<file path="config.mk">
export PLATFORM = sky130hd
export DESIGN_NAME = predict_resolve
export DESIGN_NICKNAME = d
export VERILOG_FILES = /design/src/rtl/predict_resolve_pkg.sv /design/src/rtl/pred_stage_reg.sv /design/src/rtl/predict_resolve.sv
export SDC_FILE = /design/constraint.sdc
export NUM_CORES = 1
export LEC_CHECK = 0
export BUFFER_PORTS_ARGS = -buffer_cell sky130_fd_sc_hd__buf_2
export CORE_MARGIN = 2
export CORE_UTILIZATION = 50
export CTS_CLUSTER_DIAMETER = 60
export DETAILED_ROUTE_END_ITERATION = 10
export PLACE_DENSITY_LB_ADDON = 0.3
export REMOVE_ABC_BUFFERS = 1
export SETUP_SLACK_MARGIN = 0.3
export SYNTH_ARGS = -nofsm -noshare
export SYNTH_HDL_FRONTEND = slang
export SYNTH_SLANG_ARGS = --single-unit
</file>
<file path="constraint.sdc">
create_clock -name CLK -period 5.3 [get_ports CLK]
set_clock_uncertainty 0.05 [all_clocks]
set_input_delay 0.265 -clock CLK [delete_from_list [all_inputs] [get_ports CLK]]
set_output_delay 0.265 -clock CLK [all_outputs]
set_load 0.05 [all_outputs]
</file>
<file path="src/rtl/predict_resolve_pkg.sv">
// Shared widths and PC helper for the BTB predictor and its resolution side.
// Word PCs wrap modulo 2^PCW; statistics counters wrap modulo 2^CNTW.
package predict_resolve_pkg;

  localparam int PCW  = 13;
  localparam int CNTW = 32;

  typedef logic [PCW-1:0]  pc_t;
  typedef logic [CNTW-1:0] cnt_t;

  // Sequential successor of a word PC.
  // The top bit is dropped, so the successor of 2^PCW-1 is 0.
  function automatic pc_t pc_inc(input pc_t pc);
    return pc + pc_t'(1);
  endfunction

endpackage

</file>
<file path="src/rtl/pred_stage_reg.sv">
// One pipeline stage register carrying {valid, pc, pred}.
// hold freezes the whole stage; kill loads a bubble in place of the incoming instruction.
module pred_stage_reg
  import predict_resolve_pkg::*;
(
  input  logic clk,
  input  logic rst_n,
  input  logic hold,
  input  logic kill,
  input  logic src_valid,
  input  pc_t  src_pc,
  input  pc_t  src_pred,
  output logic valid,
  output pc_t  pc,
  output pc_t  pred
);

  always_ff @(posedge clk or negedge rst_n) begin
    if (!rst_n) begin
      valid <= 1'b0;
      pc    <= '0;
      pred  <= '0;
    end else if (!hold) begin
      valid <= src_valid & ~kill;
      pc    <= src_pc;
      pred  <= src_pred;
    end
  end

endmodule

</file>
<file path="src/rtl/predict_resolve.sv">
// Branch-resolution side of the BTB predictor.
// Carries the PC and predicted next PC from F through D and E, checks each prediction, and emits
// redirect/update pairs, kill signals and miss statistics.
module predict_resolve
  import predict_resolve_pkg::*;
(
  input  logic CLK,
  input  logic RSTN,
  input  logic stall,
  input  logic validF,
  input  pc_t  pcF,
  input  pc_t  prepc,
  input  logic hit_predict,
  input  logic d_is_jal,
  input  logic d_is_ctrl,
  input  pc_t  d_jal_target,
  input  logic e_is_ctrl,
  input  logic e_taken,
  input  pc_t  e_target,
  output pc_t  pcD,
  output pc_t  nextpcD,
  output logic fail_predictD,
  output pc_t  pcE,
  output pc_t  nextpcE,
  output logic fail_predictE,
  output logic killF,
  output logic killD,
  output cnt_t cnt_resolved,
  output cnt_t cnt_miss
);

  logic valid_d, valid_e;
  pc_t  pc_d, pred_d, pc_e, pred_e;
  pc_t  pred_f, pred_to_e;
  pc_t  correct_d, actual_e;
  logic judge_d, raw_fail_d, resolve_e;

  assign pred_f = hit_predict ? prepc : pc_inc(pcF);

  pred_stage_reg u_fd (
    .clk       (CLK),
    .rst_n     (RSTN),
    .hold      (stall),
    .kill      (killF),
    .src_valid (validF),
    .src_pc    (pcF),
    .src_pred  (pred_f),
    .valid     (valid_d),
    .pc        (pc_d),
    .pred      (pred_d)
  );

  // A corrected D instruction carries its corrected next PC into E.
  // This stops the same instruction from failing a second time in E.
  assign pred_to_e = fail_predictD ? correct_d : pred_d;

  pred_stage_reg u_de (
    .clk       (CLK),
    .rst_n     (RSTN),
    .hold      (stall),
    .kill      (killD),
    .src_valid (valid_d),
    .src_pc    (pc_d),
    .src_pred  (pred_to_e),
    .valid     (valid_e),
    .pc        (pc_e),
    .pred      (pred_e)
  );

  // D judges only jal (known target) and non-control instructions.
  // A non-control instruction that predicts a jump means the BTB entry is an alias.
  always_comb begin
    judge_d    = valid_d & ~stall;
    correct_d  = d_is_jal ? d_jal_target : pc_inc(pc_d);
    raw_fail_d = 1'b0;
    if (judge_d) begin
      if (d_is_jal) begin
        raw_fail_d = (pred_d != d_jal_target);
      end else if (!d_is_ctrl) begin
        raw_fail_d = (pred_d != pc_inc(pc_d));
      end
    end
  end

  always_comb begin
    resolve_e     = valid_e & e_is_ctrl & ~stall;
    actual_e      = e_taken ? e_target : pc_inc(pc_e);
    fail_predictE = resolve_e & (actual_e != pred_e);
  end

  // The older instruction in E wins; the instruction in D is then on the wrong path.
  assign fail_predictD = raw_fail_d & ~fail_predictE;
  assign killF         = fail_predictD | fail_predictE;
  assign killD         = fail_predictE;

  assign pcD     = pc_d;
  assign pcE     = pc_e;
  assign nextpcD = fail_predictD ? correct_d : '0;
  assign nextpcE = fail_predictE ? actual_e  : '0;

  always_ff @(posedge CLK or negedge RSTN) begin
    if (!RSTN) begin
      cnt_resolved <= '0;
      cnt_miss     <= '0;
    end else begin
      if (resolve_e) cnt_resolved <= cnt_resolved + cnt_t'(1);
      if (killF)     cnt_miss     <= cnt_miss + cnt_t'(1);
    end
  end

endmodule

</file>
==> results.yml <==
worst_setup_path:
  path_class: "register to primary output"
  crit_fanout: 49
  endpoint_kind: "primary output"
  arrival_ns: 4.04
  crit_required_ns: 4.99
  start_kind: "register"
cts:
  cts_max_path_buffers: 2
  clk-insertion-delay-late_ns: 0.42
  tritoncts: "built"
  post_cts_resized: 0
  clockRootBuffer: "clkbuf_16"
  tritoncts.num_buffers: 17
  path_clk_slew_ns: 0.05
  htreeDepth: 4
  cts_sinks: 118
logic_synthesis:
  ys_ff_latch: 118
  synth.distinct_cells: 63
  avgSynthCellArea_um2: 8.98
  ys_seq_area_frac: 0.408
  synth_edf_count: 0
  synthFlopType: "dfrtp_1"
  netlist_instances: 806
  synthArstFlopShare: 1.00
  netlist_area_um2: 7240
  ys_warn_count: 0
routing:
  drtIter0Drc: 563
  firstDrtPassIters: 5
  route.detailed.drc: 0
  routed_wl_um: 18800
  wl_per_cell_um: 16.2
  via_count: 6440
  post_drt_via_cell_ratio: 5.56
  final_antenna_net_count: 0
grt:
  grt_pass1_vias: 6164
  grt_pass1_wl_um: 31300
  grt_overflow: 0
  grt_usage: 0.249
  grt_max_degree: 61
  antenna_found_initial: 3
die:
  design.core.area_um2: 14000
  fp.dieW_um: 124
  die_area_um2: 15500
  pin_count: 181
  die_h_um: 124
  start_util: 0.518
  row_count: 43
sta:
  hold_violations: 0
  fmax_ghz: 0.230
  finalHoldWorstSlack_ns: 0.0602
  setup_tns_ns: 0
  slew_viol_final: 0
  fin_crit_ns: 4.35
  tightest_slew_ns: 1.11
  rsz0062_at_grt: "no"
  finalCritPeriodShare: 0.821
  setup_violations: 0
  slew_headroom: 0.259
worst_hold_path:
  hp-class: "primary input to register"
power:
  leakagePower_nw: 4.29
  ir_drop_v: 0.000283
  power_per_cell_area_nw_per_um2: 345
run:
  cap_viol_max_count: 0
final_layout:
  area_delta_synth_final_pct: 21.5
  nets: 1030
  drive_gt1_frac: 0.255
placement:
  portBuffers: 180
  gp_congestion: 0.952
  hpwlAfterDp_um: 14000
run_status:
  status: "finished clean"
==> what timing repair did <==
action	4_1_cts	5_1_grt
buffers inserted	0	0
hold buffers	1	0
endpoints found under the hold margin	59	0
==> layout make-up <==
type	count	area, um2
diodes	1	2.50
clock buffers	19	453
clock inverters	13	124
fillers	1262	5190
inverters	34	128
multi-input cells	608	3970
flip-flops and latches	118	2950
well taps	180	225
repair buffers	185	943
==> report_power, final <==
group / total, W / switching, W / internal [W] / leakage (nW)
clock: 0.00111 / 0.000441 / 0.000673 / 0.265
combinational: 0.000764 / 0.000509 / 0.000255 / 2.51
sequential: 0.00116 / 0.000172 / 0.000990 / 1.52
==> critical path, cell delays in order, from the launching register on <==
cell and delay, ns:
dfrtp_1 0.59, nand4_1 0.35, or3_1 0.52, o211ai_1 0.28, xor2_1 0.10, nor4_1 0.27
a21o_2 0.76, nand2_2 0.21, inv_2 0.23, buf_2 0.30
==> layout by cell type, fill, tap and decap left out, drive strengths merged, types with 5 or more instances in the layout <==
master	instances
nand2	94
clkinvlp	6
xor2	59
o211ai	7
clkbuf	19
nand4	27
inv	37
a21oi	56
and2	6
nor2	66
ha	5
o21ai	27
o311ai	10
buf	184
nor2b	10
xnor2	68
nor4	6
nand3	40
and3	16
mux2i	8
mux2	24
and4	11
a31oi	5
dfrtp	118
nor3	10
a211oi	6
==> routing by layer <==
layer  up-vias  track usage  wire [um]
met5         -            0          8
met4         2        0.110        577
met3        44       0.0464        879
met2       182        0.385       8590
met1      3068        0.342       8760
li1       3144            -          -
==> worst paths after layout <==
check	from	endpoint	slack [ns]	cells past startpoint
max	u_de.pc[3]	fail_predictD	0.95	9
min	pcF[12]	u_fd.pc[12]	0.06	2
max reg2reg	u_fd.pc[3]	cnt_miss[13]	1.56	8
min reg2reg	cnt_resolved[31]	cnt_resolved[31]	0.42	1
max in group asynchronous	RSTN	u_de.pred[11]	3.51	3
min in group asynchronous	RSTN	cnt_resolved[4]	0.39	2
==> synthesized netlist by cell type, drive strengths merged (2+ instances only) <==
library cell,number,area share
a2111oi,2,0.0024
a211o,2,0.0024
a211oi,6,0.0062
a21boi,2,0.0021
a21oi,56,0.039
a221o,2,0.0028
a22oi,3,0.0031
a31o,3,0.0036
a31oi,5,0.0043
and2,6,0.0052
and3,16,0.014
and4,11,0.013
buf,17,0.011
clkbuf,29,0.015
dfrtp,118,0.41
ha,5,0.0086
inv,34,0.018
mux2,24,0.037
mux2i,8,0.011
nand2,94,0.049
nand2b,2,0.0017
nand3,40,0.028
nand4,27,0.024
nand4bb,2,0.0031
nor2,66,0.034
nor2b,10,0.0086
nor3,10,0.0069
nor4,6,0.0073
o211ai,7,0.0073
o21ai,27,0.019
o221ai,2,0.0024
o311ai,10,0.012
o31ai,3,0.0031
or3,3,0.0026
or4,3,0.0031
xnor2,68,0.082
xnor3,2,0.0062
xor2,59,0.071
==> per-stage QoR <==
stage                     setup WS, ns  instance area [um2]   util  power [W]  std cells
final                            0.946                 8800  0.629    0.00304       1158
after global routing             0.577                 8800  0.629    0.00318       1158
after CTS                        0.955                 8800  0.629    0.00305       1157
after detailed placement          1.40                 8210  0.587    0.00194       1124
after global placement            1.49                 8210  0.587    0.00192       1124
after floorplan                  0.776                 7050      -    0.00168        760
==> state kept, by name, summed over array words and instances, names as in the netlist <==
name,count
u_fd.valid,1
u_fd.pc,13
cnt_miss,32
u_de.pc,13
cnt_resolved,32
u_de.valid,1
u_de.pred,13
u_fd.pred,13
==> cells by family (layout without fill, tap and decap cells) <==
logic type                 after synthesis  after routing  share of synthesized area
and+or+nand+nor                        302            302                      0.208
muxes                                   32             32                     0.0484
other                                    0              1                          0
DFF                                    118            118                      0.408
xor gates and xnor gates               129            129                      0.160
adders and majority gates                5              5                    0.00864
buffers and inverters                   80            251                     0.0437
AOI/OAI and AO/OA                      140            140                      0.124
No activity file was read; power rests on OpenSTA's default activity.
